File: src/rtl/prime_stream_pkg.sv
// Shared types and constants for the prime_stream sequencer and its FIFO.
package prime_stream_pkg;

    localparam int unsigned PS_WIDTH_LOG = 4;
    localparam int unsigned PS_DEPTH_LOG = 2;

    typedef enum logic [1:0] {
        PS_IDLE = 2'd0,
        PS_REQ  = 2'd1,
        PS_WAIT = 2'd2,
        PS_HALT = 2'd3
    } ps_state_e;

    // Prime width derived from its log2.
    function automatic int unsigned ps_width(input int unsigned width_log);
        return 32'd1 << width_log;
    endfunction

endpackage

File: src/rtl/prime_stream_if.sv
// Valid/ready stream carrying primes to the consumer.
interface prime_stream_if #(
    parameter int unsigned WIDTH = 16
);
    logic             valid;
    logic             ready;
    logic [WIDTH-1:0] data;

    modport master (output valid, output data, input ready);
    modport slave  (input valid, input data, output ready);
endinterface

File: src/rtl/prime_stream_fifo.sv
// Small FIFO with a registered head read; count kept separately from pointers.
module prime_fifo #(
    parameter int unsigned WIDTH     = 16,
    parameter int unsigned DEPTH_LOG = 2
) (
    input  logic                 clk,
    input  logic                 rst_n,
    input  logic                 push_i,
    input  logic [WIDTH-1:0]     din_i,
    input  logic                 pop_i,
    output logic [WIDTH-1:0]     dout_o,
    output logic [DEPTH_LOG:0]   count_o,
    output logic                 empty_o,
    output logic                 full_o
);
    localparam int unsigned DEPTH = 1 << DEPTH_LOG;

    logic [WIDTH-1:0]     mem_q [DEPTH];
    logic [DEPTH_LOG-1:0] wr_ptr_q, rd_ptr_q, rd_ptr_d;
    logic [DEPTH_LOG:0]   count_q, count_d;
    logic [WIDTH-1:0]     dout_q, dout_d;

    // Next head: bypass the incoming word when it lands on the new read slot.
    always_comb begin
        rd_ptr_d = rd_ptr_q + DEPTH_LOG'(pop_i);
        count_d  = count_q + (DEPTH_LOG+1)'(push_i) - (DEPTH_LOG+1)'(pop_i);
        dout_d   = (push_i && (wr_ptr_q == rd_ptr_d)) ? din_i : mem_q[rd_ptr_d];
    end

    always_ff @(posedge clk or negedge rst_n) begin
        if (!rst_n) begin
            wr_ptr_q <= '0;
            rd_ptr_q <= '0;
            count_q  <= '0;
            dout_q   <= '0;
        end else begin
            wr_ptr_q <= wr_ptr_q + DEPTH_LOG'(push_i);
            rd_ptr_q <= rd_ptr_d;
            count_q  <= count_d;
            dout_q   <= dout_d;
        end
    end

    always_ff @(posedge clk) begin
        if (push_i) mem_q[wr_ptr_q] <= din_i;
    end

    assign dout_o  = dout_q;
    assign count_o = count_q;
    assign empty_o = (count_q == '0);
    assign full_o  = (count_q == (DEPTH_LOG+1)'(DEPTH));

    always_ff @(posedge clk) begin
        if (rst_n) begin
            assert (!(push_i && full_o));
            assert (!(pop_i && empty_o));
        end
    end

endmodule

File: src/rtl/prime_stream.sv
// Sequences requests to the prime generator, buffers results, and latches
// a sticky overflow when the generator reports an error.
module prime_stream
    import prime_stream_pkg::*;
#(
    parameter int unsigned WIDTH_LOG = PS_WIDTH_LOG,
    parameter int unsigned DEPTH_LOG = PS_DEPTH_LOG
) (
    input  logic                          clk,
    input  logic                          rst_n,
    input  logic                          enable_i,
    output logic                          gen_go_o,
    input  logic                          gen_ready_i,
    input  logic                          gen_error_i,
    input  logic [(1 << WIDTH_LOG)-1:0]   gen_res_i,
    prime_stream_if.master                out_if,
    output logic [DEPTH_LOG:0]            count_o,
    output logic                          overflow_o
);
    localparam int unsigned WIDTH = ps_width(WIDTH_LOG);
    localparam int unsigned DEPTH = 1 << DEPTH_LOG;

    ps_state_e            state_q, state_d;
    logic                 gen_go_q, gen_go_d;
    logic                 overflow_q, overflow_d;
    logic                 push, pop, inflight, room;
    logic                 fifo_empty, fifo_full;
    logic [DEPTH_LOG:0]   count;
    logic [WIDTH-1:0]     fifo_dout;

    assign pop      = out_if.ready && !fifo_empty;
    assign inflight = (state_q == PS_REQ) || (state_q == PS_WAIT);
    // Room counts the slot reserved by an outstanding request.
    assign room     = !fifo_full && !(inflight && (count == (DEPTH_LOG+1)'(DEPTH - 1)));

    always_comb begin
        state_d    = state_q;
        overflow_d = overflow_q;
        push       = 1'b0;
        case (state_q)
            PS_IDLE: begin
                if (enable_i && !overflow_q && gen_ready_i && room) state_d = PS_REQ;
            end
            PS_REQ:  state_d = PS_WAIT;
            PS_WAIT: begin
                if (gen_ready_i) begin
                    if (gen_error_i) begin
                        overflow_d = 1'b1;
                        state_d    = PS_HALT;
                    end else begin
                        push    = 1'b1;
                        state_d = PS_IDLE;
                    end
                end
            end
            PS_HALT: state_d = PS_HALT;
            default: state_d = PS_IDLE;
        endcase
        gen_go_d = (state_d == PS_REQ);
    end

    always_ff @(posedge clk or negedge rst_n) begin
        if (!rst_n) begin
            state_q    <= PS_IDLE;
            gen_go_q   <= 1'b0;
            overflow_q <= 1'b0;
        end else begin
            state_q    <= state_d;
            gen_go_q   <= gen_go_d;
            overflow_q <= overflow_d;
        end
    end

    prime_fifo #(
        .WIDTH     (WIDTH),
        .DEPTH_LOG (DEPTH_LOG)
    ) u_fifo (
        .clk     (clk),
        .rst_n   (rst_n),
        .push_i  (push),
        .din_i   (gen_res_i),
        .pop_i   (pop),
        .dout_o  (fifo_dout),
        .count_o (count),
        .empty_o (fifo_empty),
        .full_o  (fifo_full)
    );

    assign gen_go_o     = gen_go_q;
    assign overflow_o   = overflow_q;
    assign count_o      = count;
    assign out_if.valid = !fifo_empty;
    assign out_if.data  = fifo_dout;

    always_ff @(posedge clk) begin
        assert (!$isunknown({clk, rst_n}));
        if (rst_n && push) assert (gen_res_i[0] || (gen_res_i == WIDTH'(2)));
    end

endmodule

File: src/flat_wrapper.sv
// flat-port wrapper written by rule: the top's interface ports become plain ports
module prime_stream_flat import prime_stream_pkg::*;
#(
    parameter int unsigned WIDTH_LOG = PS_WIDTH_LOG,
    parameter int unsigned DEPTH_LOG = PS_DEPTH_LOG
)
  (clk, rst_n, enable_i, gen_go_o, gen_ready_i, gen_error_i, gen_res_i, count_o, overflow_o, out_if_valid, out_if_data, out_if_ready);
  prime_stream_if #(.WIDTH((16))) out_if_i ();
  input  logic clk;
  input  logic rst_n;
  input  logic enable_i;
  output logic gen_go_o;
  input  logic gen_ready_i;
  input  logic gen_error_i;
  input  logic [(1 << WIDTH_LOG)-1:0] gen_res_i;
  output logic [DEPTH_LOG:0] count_o;
  output logic overflow_o;
  output wire logic [$bits(out_if_i.valid)-1:0] out_if_valid;
  output wire logic [$bits(out_if_i.data)-1:0] out_if_data;
  input wire logic [$bits(out_if_i.ready)-1:0] out_if_ready;
  assign out_if_valid = out_if_i.valid;
  assign out_if_data = out_if_i.data;
  assign out_if_i.ready = out_if_ready;
  prime_stream #(.WIDTH_LOG(WIDTH_LOG), .DEPTH_LOG(DEPTH_LOG)) u_core (.clk(clk), .rst_n(rst_n), .enable_i(enable_i), .gen_go_o(gen_go_o), .gen_ready_i(gen_ready_i), .gen_error_i(gen_error_i), .gen_res_i(gen_res_i), .out_if(out_if_i), .count_o(count_o), .overflow_o(overflow_o));
endmodule
File: config.mk
export PLATFORM = sky130hd
export DESIGN_NAME = prime_stream_flat
export DESIGN_NICKNAME = d
export VERILOG_FILES = /design/src/rtl/prime_stream_pkg.sv /design/src/rtl/prime_stream_if.sv /design/src/rtl/prime_stream_fifo.sv /design/src/rtl/prime_stream.sv /design/src/flat_wrapper.sv
export SDC_FILE = /design/constraint.sdc
export NUM_CORES = 1
export LEC_CHECK = 0
export BUFFER_PORTS_ARGS = -buffer_cell sky130_fd_sc_hd__buf_2
export CORE_ASPECT_RATIO = 1.4
export CORE_MARGIN = 8
export CORE_UTILIZATION = 40
export DETAILED_ROUTE_END_ITERATION = 10
export GPL_TIMING_DRIVEN = 0
export SYNTH_ARGS = -nofsm -noshare
export SYNTH_HDL_FRONTEND = slang
export SYNTH_SLANG_ARGS = --single-unit
File: constraint.sdc
create_clock -name clk -period 6 [get_ports clk]
set_clock_uncertainty 0.2 [all_clocks]
set_input_delay 1.2 -clock clk [delete_from_list [all_inputs] [get_ports clk]]
set_output_delay 1.2 -clock clk [all_outputs]
set_load 0.03 [all_outputs]
Yosys cells after proc, flatten, opt, wreduce, memory -nomap -nowiden

Memories as Yosys holds them, arrays and structs flattened. A register that Yosys moved wholly into a read port is not among the register bits.
Cells that the tools add are included.

Reductions and logical operators: 15
Bitwise gates (word level): 0
Mux-type cells: 9
Multipliers: 0
Eq/ne operators: 6
Add/sub/neg operators: 4
Shift operators: 0
Div/mod/pow operators: 0
$lt $le $gt $ge: 0

Operators by type and width:

| operator                                                         | count |
|---|---|
| 2-bit one-hot mux with 4 select lines                            | 1 |
| 1-bit logical AND                                                | 6 |
| 2-bit 2-to-1 mux                                                 | 3 |
| 1-bit zero test                                                  | 5 |
| 1-bit 2-to-1 mux                                                 | 5 |
| 2-bit by 1-bit adder with 2-bit output                           | 2 |
| 2-bit by 1-bit == test with 1-bit output (second input constant) | 2 |
| 2-bit == test (second input constant)                            | 2 |
| 3-bit by 1-bit adder with 3-bit output                           | 1 |
| 3-bit by 2-bit == test with 1-bit output (second input constant) | 1 |
| 3-bit == test (second input constant)                            | 1 |
| 3-bit zero test                                                  | 1 |
| 3-bit AND reduction                                              | 1 |
| 3-bit by 1-bit subtractor with 3-bit output                      | 1 |
| 2-bit zero test                                                  | 1 |
| 1-bit logical OR                                                 | 1 |

Memory bits (writable): 64
Memories kept: 1
Logic and storage cells: 41
ROM bits: 0
Latch bits: 0
Bits in registers: 11
Input port bits: 22

Memory list:

| name                | words | width | read ports | clocked after Yosys merged registers in | wr ports | RTL line                | source |
|---|---|---|---|---|---|---|---|
| u_core.u_fifo.mem_q | 4     | 16    | 1          | 1                                       | 1        | prime_stream_fifo.sv:18 | `logic [WIDTH-1:0] mem_q [DEPTH];` |

Logic depth before layout (Yosys ltp)

Gate-level depths: netlist of run 1.

Depth after elaboration: 9
Mapped depth: 10
Depth with buffers taken out: 10

Cells and area by module

A second synthesis of run 1 with hierarchy kept.

Cell total of the unflattened synthesis: 177
Area total of the unflattened synthesis: 3654.8 um^2

Modules (own cells, without submodules):

| module       | seq. area each (um^2) | cells each | times used | area an instance (um^2) |
|---|---|---|---|---|
| prime_fifo   | 2497.4                | 146        | 1          | 3367.0 |
| prime_stream | 100.1                 | 31         | 1          | 287.8 |

Worst setup path before layout of run 1

Ideal clock, no wire load.

Path kind: input -> register
From: input port gen_error_i
To: memory u_core.u_fifo.mem_q[2][0], enable pin
Cell stages on the path: 2
Data required time: 5.387 ns
Path slack: 2.687 ns
Arrival time: 2.701 ns
Buffers on the path: 0
Cell sequence: nand3b_2 > nor3b_1

Word-level cells in the longest chain between the ends: 5

RTL lines:

| what                                   | RTL line                | source |
|---|---|---|
| from (decl)                            | flat_wrapper.sv:14      | `input logic gen_error_i;` |
| 1-bit 2-to-1 mux                       | prime_stream.sv:47      | `if (gen_error_i) begin` |
| 1-bit 2-to-1 mux                       | prime_stream.sv:46      | `if (gen_ready_i) begin` |
| 1-bit 2-to-1 mux                       | prime_stream.sv:40      | `case (state_q)` |
| 1-bit 2-to-1 mux                       | prime_stream_fifo.sv:45 | `if (push_i) mem_q[wr_ptr_q] <= din_i;` |
| 1-bit 2-to-1 mux (not written as such) | prime_stream_fifo.sv:45 |  |
| to (decl)                              | prime_stream_fifo.sv:18 |  |

Every way passes these cells.

Worst setup path in the final report of run 1

From: input port out_if_ready
To: register u_core.u_fifo.dout_q[13], in the netlist u_core.u_fifo.dout_o[13], read port of u_core.u_fifo.mem_q

Word-level cells in the longest chain between the ends: 2

RTL lines:

| what                                   | RTL line                | source |
|---|---|---|
| from (decl)                            | flat_wrapper.sv:20      | `input wire logic [$bits(out_if_i.ready)-1:0] out_if_ready;` |
| 1-bit logical AND                      | prime_stream.sv:31      | `assign pop = out_if.ready && !fifo_empty;` |
| 2-bit by 1-bit adder with 2-bit output | prime_stream_fifo.sv:25 | `rd_ptr_d = rd_ptr_q + DEPTH_LOG'(pop_i);` |
| named net u_core.u_fifo.rd_ptr_d[1]    | prime_stream_fifo.sv:19 | `logic [DEPTH_LOG-1:0] wr_ptr_q, rd_ptr_q, rd_ptr_d;` |
| to (decl)                              | prime_stream_fifo.sv:21 | `logic [WIDTH-1:0] dout_q, dout_d;` |

The timed path passes the listed nets, and every way through them passes these cells.
A chain may end at the register's enable or synchronous reset.

==> Implementation_results.wiki, run 1 <==
{| class="wikitable"
! Metric !! Value
|-
| Run status || complete, no violations
|-
| Diode insertion count for antenna repair || 0
|-
| Io pins || 44
|-
| Total power draw || 0.00225 W
|-
| Tightest Pin Transition || 0.789 ns
|-
| Final hold viol count || 0
|-
| Total CTS buffers || 9
|-
| Postcts setup bufs || 0
|-
| Number of nets in the finished design || 262
|-
| Post-layout min period || 2.99 ns
|-
| Min-Delay Path Class || flip-flop to flip-flop
|-
| Post-synthesis share of cell area spent on and, or, nand and nor gates || 3.25%
|-
| Post-Synth XOR/XNOR Area || 2.06%
|-
| WS Path Type || input pin to flip-flop
|-
| FF-to-FF Start || u_core.u_fifo.count_o[1]
|-
| Placer Congestion || 0.749
|-
| Core Footprint || 8930 sq um
|-
| Startpoint kind of the worst setup timing path || input pin
|-
| Total detailed-routing wirelength || 6420 microns
|-
| Max FO, Critical Path || 10
|-
| Data required time at the worst endpoint || 6.02 ns
|-
| CTS hold repair buffers || 0
|-
| Starting DRC count in detailed routing || 83
|-
| DRC violations left || 0
|-
| Highest ir drop seen on vdd || 0.000228 V
|-
| Sequential power share || 37.9%
|-
| Launching element of the worst setup path || out_if_ready
|-
| PortBufs || 43
|-
| Number of cells produced by synthesis || 173
|-
| Setup repair after global routing missed its margin || no
|-
| Static leakage power || 1.70 nW
|-
| Total iterations of the first detailed-routing run || 4
|-
| Switching power of the nets || 0.000717 W
|-
| Power density normalized to cell area || 518 nW/um^2
|-
| Number of cells traversed by the worst register-to-register path || 7
|-
| Multi-input gate area || 995 sq um
|-
| Share of synthesized cell area in full adder, half adder and majority cells || 3.29%
|-
| Pin count of the biggest net entering global routing || 28
|-
| Wire length of the first global-routing pass || 10200 microns
|-
| Area after DPL || 4060 sq um
|-
| Height of the die || 129 microns
|-
| Post-synthesis instance area || 3650 sq um
|-
| Share of cells above drive strength 1 || 43.2%
|-
| Multiplexer fraction of the synthesized cell area || 16.9%
|-
| Tot GR Track Use || 10.9%
|-
| Clock network fraction of total power || 24.0%
|-
| Combinational family with the most area after synthesis || multiplexers
|-
| Met2 demand-to-capacity share in global routing || 17.8%
|-
| Final non-filler cell area || 4350 sq um
|-
| Clock root buffer master || sky130_fd_sc_hd__clkbuf_16
|-
| Post-synth EDFFs || 64
|-
| Global-route congestion overflow total || 0
|-
| Asr flop ratio synth || 29.7%
|-
| Number of resized instances in the post-cts repair step || 0
|-
| Final critical-path share of the clock period || 49.9%
|-
| Max frequency || 0.334 GHz
|-
| Clock edge transition at the registers on the reported setup and hold paths || 0.06 ns
|-
| Net switching share of the total power || 31.9%
|-
| Final total negative setup slack || 0 ns
|-
| Arrival time worst endpoint || 3.01 ns
|-
| Setup violations, final || 0
|-
| Terminus of the critical flop-to-flop path || u_core.u_fifo.dout_o[13]
|-
| Synthesized area per cell || 21.1 sq um
|-
| Number of rows in the core area || 41
|-
| Slew HR || 47.2%
|-
| Warnings from Yosys || 0
|-
| Top flip-flop cell by instance count after synthesis || sky130_fd_sc_hd__edfxtp_1
|-
| Effective utilization at floorplan || 40.9%
|-
| Total number of vias || 1741
|-
| Seq/Total Area, Yosys || 71.1%
|-
| Number of clock sinks || 91
|-
| Internal Pwr Total || 0.00153 W
|-
| Flop and latch count out of synthesis || 91
|-
| Die Width || 96.8 microns
|-
| Maximum clock insertion buffer count || 2
|-
| Post-synth cell types || 36
|-
| Worst setup path endpoint || u_core.u_fifo.dout_o[13]
|-
| Clk Latency, worst-skew pair || 0.34 ns
|-
| Fraction of met1 tracks used by global routing || 12.1%
|-
| Fraction of the mapped netlist area in compound gates || 1.37%
|-
| Sequential cell area in the final layout || 2600 sq um
|-
| Antenna violations before repair || 0
|-
| Clock tree from TritonCTS || yes
|-
| Area Growth Syn to Fin || 19.0%
|-
| Combinational share of power || 38.1%
|-
| Final antenna-violating net count || 0
|-
| Average wire length per cell after detail routing || 18.7 microns
|-
| Overall die area || 12500 sq um
|-
| Register-to-Register Setup Slack || 3.08 ns
|-
| Net count of the mapped netlist || 204
|-
| Met3 global-route usage || 3.35%
|-
| Fill cell instance count of the final layout || 773
|-
| Per-cell via count in the routed design || 5.08
|-
| Vias in the first global route || 1870
|-
| Level count of the clock H-tree || 3
|-
| Max-cap violations || 0
|-
| Most used routing layer || met2
|-
| DP HPWL || 4240 microns
|-
| Nature of the critical path endpoint || flip-flop
|-
| Number of max-slew violations in the final report || 0
|}
==> cell usage in the layout (no fill, tap or decap), types with 2 or more instances in the layout <==
master and n:
sky130_fd_sc_hd__clkbuf_1 2, sky130_fd_sc_hd__dfrtp_1 27, sky130_fd_sc_hd__buf_4 2, sky130_fd_sc_hd__mux4_1 5
sky130_fd_sc_hd__nand2_1 3, sky130_fd_sc_hd__clkbuf_16 9, sky130_fd_sc_hd__edfxtp_1 64, sky130_fd_sc_hd__mux4_2 11
sky130_fd_sc_hd__mux2_2 7, sky130_fd_sc_hd__buf_2 43, sky130_fd_sc_hd__mux2_4 10, sky130_fd_sc_hd__inv_1 6
sky130_fd_sc_hd__clkinv_2 3, sky130_fd_sc_hd__buf_6 4, sky130_fd_sc_hd__xnor2_1 3, sky130_fd_sc_hd__ha_1 8
==> cell families (layout without fill, tap and decap cells) <==
family,Yosys count,after routing
XOR/XNOR,6,6
buffers and inverters,10,73
adder cells (fa/ha/maj),9,9
flip-flops,91,91
AND/OR/NAND/NOR,17,17
AO/OA/AOI/OAI,6,6
multiplexers,34,34
==> worst min-delay path by stage <==
stage / endpoint / from / slack, ns / cells after the start
after detailed placement: u_core.overflow_o / u_core.overflow_o / 0.28 / 1
after global routing: u_core.overflow_o / u_core.overflow_o / 0.31 / 1
after CTS: u_core.overflow_o / u_core.overflow_o / 0.29 / 1
after global placement: u_core.overflow_o / u_core.overflow_o / 0.27 / 1
final: u_core.overflow_o / u_core.overflow_o / 0.28 / 1
after floorplan: u_core.u_fifo.rd_ptr_q[0] / u_core.u_fifo.rd_ptr_q[0] / 0.30 / 1
==> registers in the layout, summed over array words and instances, names as in the netlist <==
register / cells
u_core.u_fifo.wr_ptr_q: 2
u_core.state_q: 2
u_core.u_fifo.mem_q: 64
u_core.u_fifo.rd_ptr_q: 2
u_core.u_fifo.dout_o: 16
u_core.overflow_o: 1
u_core.gen_go_o: 1
u_core.u_fifo.count_o: 3
==> per-layer routing <==
metal | routed length [microns] | share of wire [%] | vias to the layer above
li1 | - | - | 804
met2 | 3360 | 52 | 29
met4 | 88 | 1.4 | 0
met5 | 0 | 0 | -
met1 | 2690 | 42 | 902
met3 | 286 | 4.5 | 6
==> through the flow <==
step	cells	utilization, %	hold slack (ns)	setup WS, ns
after CTS	343	48.7	0.290	2.96
after global placement	323	44.8	0.274	1.48
after global routing	343	48.7	0.311	2.87
after detailed placement	327	45.5	0.275	2.60
final	343	48.7	0.284	3.01
after floorplan	173	-	0.297	2.69
==> Yosys cell counts (2+ instances only) <==
master / n / area, sq um
sky130_fd_sc_hd__inv_1: 6 / 22.5
sky130_fd_sc_hd__buf_6: 2 / 22.5
sky130_fd_sc_hd__nor3_1: 2 / 10.0
sky130_fd_sc_hd__nand2_1: 3 / 11.3
sky130_fd_sc_hd__nor3b_1: 2 / 15.0
sky130_fd_sc_hd__mux2_2: 7 / 78.8
sky130_fd_sc_hd__ha_1: 8 / 100
sky130_fd_sc_hd__xnor2_1: 3 / 26.3
sky130_fd_sc_hd__mux4_1: 5 / 131
sky130_fd_sc_hd__mux2_4: 10 / 150
sky130_fd_sc_hd__edfxtp_1: 64 / 1920
sky130_fd_sc_hd__dfrtp_1: 27 / 676
sky130_fd_sc_hd__mux4_2: 11 / 248
==> worst max-delay path: stages <==
cell	delay, ns
sky130_fd_sc_hd__buf_2	0.09
sky130_fd_sc_hd__and2_1	0.15
sky130_fd_sc_hd__ha_1	0.25
sky130_fd_sc_hd__xor2_2	0.44
sky130_fd_sc_hd__buf_4	0.29
sky130_fd_sc_hd__mux4_1	0.31
sky130_fd_sc_hd__mux2_4	0.27
==> final cells by class <==
| cell class | count | area share (%) |
|---|---|---|
| Buffer | 4 | 1.15 |
| Clock buffer | 11 | 5.36 |
| Clock inverter | 5 | 1.24 |
| Inverter | 6 | 0.518 |
| Multi-Input combinational cell | 72 | 22.9 |
| Sequential cell | 91 | 59.8 |
| Tap cell | 107 | 3.08 |
| Timing Repair Buffer | 47 | 5.99 |
==> power by group through the flow <==
stage	Clock [W]	Sequential (W)	Combinational, W
2_1_floorplan	0	0.00101	0.000524
3_3_place_gp	0	0.000862	0.000864
3_5_place_dp	0	0.000865	0.000879
4_1_cts	0.000558	0.000854	0.000881
5_1_grt	0.000579	0.000866	0.000932
6_report	0.000540	0.000852	0.000857
Power figures use the tool's default switching activity.
==> inputs of run 2 (changes only) <==
==> constraint.sdc (replaced) <==
create_clock -name clk -period 2.51 [get_ports clk]
set_clock_uncertainty 0.2 [all_clocks]
set_input_delay 0.502 -clock clk [delete_from_list [all_inputs] [get_ports clk]]
set_output_delay 0.502 -clock clk [all_outputs]
set_load 0.03 [all_outputs]
==> run 2 against run 1 <==
  * The run now ends with setup timing left
  * Worst setup slack worse by 3.1 ns
  * Non-clock buffer count up 4
  * Combinational power rose to 2.8 times the previous value
  * Hold slack worse by 0.26 ns
  * First-iteration DRC count up 25%
  * Largest cell class unchanged
  * Power rose to 2.6 times the previous value
  * Sequential share of layout area down 1.8 points
  * Via count up 1.5%
  * Final area up 3.1%
  * Sequential cell count unchanged
  * Utilization up 1.5 points
==> Implementation_results.wiki, run 2 (same netlist as run 1, synthesis figures left out) <==
{| class="wikitable"
! Metric !! Value
|-
| Share of the core filled with cells in the final layout || 50.2%
|-
| Worst path slowest cell || sky130_fd_sc_hd__mux4_2
|-
| Slew HR || 37.6%
|-
| Switching power of the nets || 0.00181 W
|-
| Number of cells traversed by the worst register-to-register path || 7
|-
| Number of rows in the core area || 41
|-
| Worst path max stage delay || 0.51 ns
|-
| Final non-filler cell area || 4480 sq um
|-
| Antenna violations before repair || 0
|-
| Per-cell via count in the routed design || 5.09
|-
| Tightest Pin Transition || 0.933 ns
|-
| Worst setup timing slack at the placement stage || -0.387 ns
|-
| Arrival time worst endpoint || 2.60 ns
|-
| Tot GR Track Use || 11.0%
|-
| Area Growth Syn to Fin || 22.7%
|-
| Diode insertion count for antenna repair || 0
|-
| Sequence of cells on the critical path || or3_4, and2_4, ha_4, buf_12, buf_12, mux4_2, mux2_4
|-
| Hold Worst Slack || 0.0194 ns
|-
| Nature of the critical path endpoint || flip-flop
|-
| Clock tree from TritonCTS || yes
|-
| Data required time at the worst endpoint || 2.52 ns
|-
| Total CTS buffers || 9
|-
| Number of clock sinks || 91
|-
| Share of cells above drive strength 1 || 48.3%
|-
| Starting DRC count in detailed routing || 104
|-
| Clock root buffer master || sky130_fd_sc_hd__clkbuf_16
|-
| Violations in the final reports || setup timing
|-
| Setup violations, final || 11
|-
| DP HPWL || 4220 microns
|-
| Sequential power share || 35.5%
|-
| Number of nets in the finished design || 266
|-
| Area after DPL || 4080 sq um
|-
| Max frequency || 0.386 GHz
|-
| Core Footprint || 8930 sq um
|-
| Most Frequent Cell on Critical Path || sky130_fd_sc_hd__buf_12
|-
| DRC violations left || 0
|-
| Average wire length per cell after detail routing || 18.8 microns
|-
| Cell family contributing the most delay on the critical path || multiplexers
|-
| Overall die area || 12500 sq um
|-
| Number of flip-flops in the largest register || 64
|-
| Static leakage power || 1.74 nW
|-
| Clock network fraction of total power || 22.6%
|-
| FF-to-FF Start || u_core.u_fifo.count_o[2]
|-
| Final hold viol count || 0
|-
| Highest ir drop seen on vdd || 0.000663 V
|-
| Level count of the clock H-tree || 3
|-
| Power density normalized to cell area || 1290 nW/um^2
|-
| Max FO, Critical Path || 5
|-
| Total power draw || 0.00578 W
|-
| Die Width || 96.8 microns
|-
| Maximum clock insertion buffer count || 2
|-
| Run status || finished, violations left
|-
| Total detailed-routing wirelength || 6520 microns
|-
| WS Path Type || flip-flop to flip-flop
|-
| Commonest cells after routing, fill and taps aside || 64 x sky130_fd_sc_hd__edfxtp_1, 43 x sky130_fd_sc_hd__buf_2, 25 x sky130_fd_sc_hd__dfrtp_1
|-
| Total number of vias || 1767
|-
| Fill cell instance count of the final layout || 753
|-
| Total iterations of the first detailed-routing run || 4
|-
| Clk Latency, worst-skew pair || 0.32 ns
|-
| Leading cell type in the layout, fill and taps excluded || sky130_fd_sc_hd__edfxtp_1
|-
| Final critical-path share of the clock period || 103%
|-
| Net switching share of the total power || 31.3%
|-
| Clock edge transition at the registers on the reported setup and hold paths || 0.06 ns
|-
| Internal Pwr Total || 0.00397 W
|-
| Number of max-slew violations in the final report || 0
|-
| Height of the die || 129 microns
|-
| Worst-case setup margin in the final layout || -0.0810 ns
|-
| Final antenna-violating net count || 0
|-
| Pin count of the biggest net entering global routing || 28
|-
| Largest reg by FF count || u_core.u_fifo.mem_q
|-
| Wire length of the first global-routing pass || 10500 microns
|-
| Effective utilization at floorplan || 40.9%
|-
| Placer Congestion || 0.748
|-
| CTS hold repair buffers || 0
|-
| PortBufs || 43
|-
| Setup repair after global routing missed its margin || yes
|-
| Min-Delay Path Class || input pin to async pin
|-
| Launching element of the worst setup path || u_core.u_fifo.count_o[2]
|-
| Startpoint kind of the worst setup timing path || flip-flop
|-
| Post-layout min period || 2.59 ns
|-
| Buffers & Inverters on Critical Path || 2
|-
| Register-to-Register Setup Slack || -0.08 ns
|-
| Io pins || 44
|-
| Terminus of the critical flop-to-flop path || u_core.u_fifo.dout_o[7]
|-
| Max-cap violations || 0
|-
| Combinational share of power || 42.0%
|-
| Vias in the first global route || 1935
|-
| Global-route congestion overflow total || 0
|}
==> run 2: cell count changes in the layout (fill, tap and decap cells not counted), sizes merged <==
cell / delta
clkinv: -3
clkinvlp: +1
clkbuf: +2
buf: +4
==> run 2: how the worst max path moves through the flow <==
stage,cells after the start,end
finish,7,u_core.u_fifo.dout_o[7]
global route,7,u_core.u_fifo.dout_o[6]
CTS,7,u_core.u_fifo.dout_o[15]
detailed placement,7,u_core.u_fifo.dout_o[14]
global placement,6,u_core.u_fifo.mem_q[1][8]
floorplan,7,u_core.u_fifo.dout_o[10]
==> run 2: power by group through the flow <==
stage               registers, W  clock network (W)  logic, W
global route             0.00209            0.00140   0.00261
finish                   0.00205            0.00130   0.00243
global placement         0.00208                  0   0.00216
CTS                      0.00205            0.00134   0.00254
floorplan                0.00242                  0   0.00134
detailed placement       0.00209                  0   0.00219
==> run 2: through the flow <==
stage	std cells	TNS, ns
5_1_grt	347	-1.52
3_3_place_gp	323	-23.87
6_report	347	-0.529
3_5_place_dp	325	-4.37
4_1_cts	348	-1.55
2_1_floorplan	173	-2.87
==> run 2: cell type report <==
class                   count  area (sq um)  area share (%)
plain buffers               3          47.5            1.06
clock buffers              13           250            5.58
clock inverters             3          41.3           0.921
inverters                   6          22.5           0.503
multi-input cells          72          1050            23.5
flip-flops and latches     91          2600            58.0
well taps                 107           134            2.99
repair buffers             52           335            7.48
==> run 2: repair_timing <==
action,CTS,global route
setup endpoints to repair,17,17
gates cloned,1,0
pin swaps,0,6
buffers inserted,6,1
resized for setup,6,4
==> run 2: worst reg2reg max path, stage by stage (launching register included) <==
cell                      delay, ns
sky130_fd_sc_hd__dfrtp_2       0.40
sky130_fd_sc_hd__or3_4         0.38
sky130_fd_sc_hd__and2_4        0.18
sky130_fd_sc_hd__ha_4          0.31
sky130_fd_sc_hd__buf_12        0.12
sky130_fd_sc_hd__buf_12        0.11
sky130_fd_sc_hd__mux4_2        0.51
sky130_fd_sc_hd__mux2_4        0.27
==> run 2: routing by layer <==
| layer | vias to the layer above | track usage (%) | wire (microns) |
|---|---|---|---|
| li1 | 806 | - | - |
| met1 | 918 | 12.5 | 2720 |
| met2 | 36 | 19.1 | 3490 |
| met3 | 7 | 2.88 | 226 |
| met4 | 0 | 5.18 | 89 |
| met5 | - | 0 | 0 |
==> inputs of run 3 (changes only) <==
--- a/config.mk
+++ b/config.mk
@@ -8,8 +8,9 @@
 export BUFFER_PORTS_ARGS = -buffer_cell sky130_fd_sc_hd__buf_2
 export CORE_ASPECT_RATIO = 1.4
 export CORE_MARGIN = 8
-export CORE_UTILIZATION = 40
+export CORE_UTILIZATION = 35
 export DETAILED_ROUTE_END_ITERATION = 10
+export GPL_ROUTABILITY_DRIVEN = 0
 export GPL_TIMING_DRIVEN = 0
 export SYNTH_ARGS = -nofsm -noshare
 export SYNTH_HDL_FRONTEND = slang
==> run 3 against run 2 <==
  * The flow still finishes with violations (setup timing)
  * First-iteration DRC count down 34%
  * Via count is 0.51% higher
  * Maximum frequency is 0.76% higher
  * Critical endpoint is now u_core.u_fifo.dout_o[2]
  * Combinational power grew 4%
  * Worst setup slack better by 0.020 ns
  * Critical path depth unchanged
  * Highest routed layer unchanged
  * Final area up 1.8%
  * Count of clock-buffer cells in the layout down 1
  * Sequential share of layout area shrank 1.0 points
  * Sequential power hardly changed
  * Clock power decreased by 10%
==> Implementation_results.wiki, run 3 (same netlist as run 1, synthesis figures left out) <==
{| class="wikitable"
! Metric !! Value
|-
| Die Width || 102 microns
|-
| Area after DPL || 4130 sq um
|-
| DRC violations left || 0
|-
| Number of clock sinks || 91
|-
| Clk Latency, worst-skew pair || 0.33 ns
|-
| Share of cells above drive strength 1 || 51.8%
|-
| Min-Delay Path Class || input pin to async pin
|-
| Worst setup path endpoint || u_core.u_fifo.dout_o[2]
|-
| Switching power of the nets || 0.00185 W
|-
| Wire length of the first global-routing pass || 10400 microns
|-
| Io pins || 44
|-
| Average wire length per cell after detail routing || 17.7 microns
|-
| DP HPWL || 4360 microns
|-
| Total power draw || 0.00574 W
|-
| Clock tree from TritonCTS || yes
|-
| Final critical-path share of the clock period || 102%
|-
| Net switching share of the total power || 32.2%
|-
| Tot GR Track Use || 10.3%
|-
| Area Growth Syn to Fin || 25.0%
|-
| Clock network fraction of total power || 20.3%
|-
| Terminus of the critical flop-to-flop path || u_core.u_fifo.dout_o[2]
|-
| Largest reg by FF count || u_core.u_fifo.mem_q
|-
| Antenna violations before repair || 0
|-
| Clock edge transition at the registers on the reported setup and hold paths || 0.06 ns
|-
| Max frequency || 0.389 GHz
|-
| Global-route congestion overflow total || 0
|-
| Max-cap violations || 0
|-
| Leading cell type in the layout, fill and taps excluded || sky130_fd_sc_hd__edfxtp_1
|-
| Power density normalized to cell area || 1260 nW/um^2
|-
| Per-cell via count in the routed design || 4.64
|-
| Total detailed-routing wirelength || 6780 microns
|-
| Commonest cells after routing, fill and taps aside || 64 x sky130_fd_sc_hd__edfxtp_1, 43 x sky130_fd_sc_hd__buf_2, 24 x sky130_fd_sc_hd__dfrtp_1
|-
| Sequence of cells on the critical path || or3_4, and2_4, ha_4, buf_12, buf_4, mux4_2, mux2_2
|-
| Final non-filler cell area || 4560 sq um
|-
| Tightest Pin Transition || 0.662 ns
|-
| Starting DRC count in detailed routing || 69
|-
| Final total negative setup slack || -0.675 ns
|-
| WS Path Type || flip-flop to flip-flop
|-
| Nature of the critical path endpoint || flip-flop
|-
| Worst setup timing slack at the placement stage || -0.360 ns
|-
| Startpoint kind of the worst setup timing path || flip-flop
|-
| Core Footprint || 10300 sq um
|-
| Vias in the first global route || 1899
|-
| Overall die area || 14000 sq um
|-
| Setup violations, final || 16
|-
| Total number of vias || 1776
|-
| Launching element of the worst setup path || u_core.u_fifo.count_o[0]
|-
| Post-layout min period || 2.57 ns
|-
| Number of nets in the finished design || 271
|-
| Total iterations of the first detailed-routing run || 4
|-
| Combinational share of power || 43.8%
|-
| Worst path slowest cell || sky130_fd_sc_hd__mux4_2
|-
| Effective utilization at floorplan || 35.5%
|-
| Hold Worst Slack || 0.000562 ns
|-
| Worst-case setup margin in the final layout || -0.0615 ns
|-
| Number of flip-flops in the largest register || 64
|-
| Internal Pwr Total || 0.00389 W
|-
| Arrival time worst endpoint || 2.59 ns
|-
| Level count of the clock H-tree || 3
|-
| Data required time at the worst endpoint || 2.52 ns
|-
| Number of cells traversed by the worst register-to-register path || 7
|-
| Register-to-Register Setup Slack || -0.06 ns
|-
| Clock root buffer master || sky130_fd_sc_hd__clkbuf_16
|-
| Worst path max stage delay || 0.49 ns
|-
| Maximum clock insertion buffer count || 2
|-
| Violations in the final reports || setup timing
|-
| Setup repair after global routing missed its margin || yes
|-
| Final hold viol count || 0
|-
| Static leakage power || 1.75 nW
|-
| Final antenna-violating net count || 0
|-
| PortBufs || 43
|-
| Max FO, Critical Path || 5
|-
| Diode insertion count for antenna repair || 0
|-
| Run status || finished, violations left
|-
| Height of the die || 137 microns
|-
| Number of max-slew violations in the final report || 0
|-
| CTS hold repair buffers || 0
|-
| Number of rows in the core area || 44
|-
| Total CTS buffers || 9
|-
| Pin count of the biggest net entering global routing || 28
|-
| Highest ir drop seen on vdd || 0.000373 V
|-
| Slew HR || 55.9%
|-
| FF-to-FF Start || u_core.u_fifo.count_o[0]
|-
| Sequential power share || 35.8%
|}
-- run 3: cell types whose count changed in the layout (fill, tap and decap cells not counted), sizes merged --
cell	change
clkinvlp	-1
clkbuf	-1
buf	+5
clkinv	+3
bufinv	-1
-- run 3: power groups by stage --
stage	Sequential, W	Combinational (W)	Clock [W]
2_1_floorplan	0.00242	0.00134	0
3_3_place_gp	0.00208	0.00214	0
3_5_place_dp	0.00209	0.00219	0
4_1_cts	0.00205	0.00250	0.00120
5_1_grt	0.00209	0.00269	0.00126
6_report	0.00206	0.00252	0.00117
-- run 3: timing repair --
action	in CTS	in global routing
gates resized for setup	10	11
setup endpoints to repair	16	28
endpoints found under the hold margin	0	0
setup buffers	6	3
pin swaps	4	6
gates cloned	1	0
-- run 3: layout make-up --
type / count / area, sq um
well taps: 138 / 173
fillers: 919 / 5730
repair buffers: 56 / 363
clock buffers: 12 / 236
clock inverters: 4 / 17.5
flip-flops and latches: 91 / 2600
plain buffers: 4 / 67.6
multi-input cells: 72 / 1080
inverters: 6 / 25.0
-- run 3: worst min-delay path by stage --
stage / slack, ns / end / depth (start not counted)
2_1_floorplan: 0.006 / u_core.gen_go_o / 0
3_3_place_gp: 0.26 / u_core.overflow_o / 1
3_5_place_dp: 0.27 / u_core.overflow_o / 1
4_1_cts: 0.02 / u_core.u_fifo.dout_o[5] / 1
5_1_grt: 0.06 / u_core.u_fifo.dout_o[5] / 1
6_report: 0.0006 / u_core.u_fifo.dout_o[3] / 1
-- run 3: metrics by stage --
step | util [%] | cells
floorplan | - | 173
global placement | 39.5 | 354
detailed placement | 40.1 | 357
CTS | 43.7 | 380
global route | 44.3 | 383
finish | 44.3 | 383
-- run 3: worst max-delay path, delay by kind of cell (launching register included) --
family / cells / cell delay [ns]
AND/OR/NAND/NOR: 2 / 0.50
multiplexers: 2 / 0.76
flip-flops: 1 / 0.45
adder cells (fa/ha/maj): 1 / 0.28
buffers and inverters: 2 / 0.27
-- run 3: metal layers --
layer / global-route usage [%] / wire (microns) / up-vias
li1: - / - / 822
met1: 11.3 / 2700 / 912
met2: 17.5 / 3620 / 35
met3: 3.46 / 346 / 7
met4: 4.91 / 106 / 0
met5: 0 / 0 / -
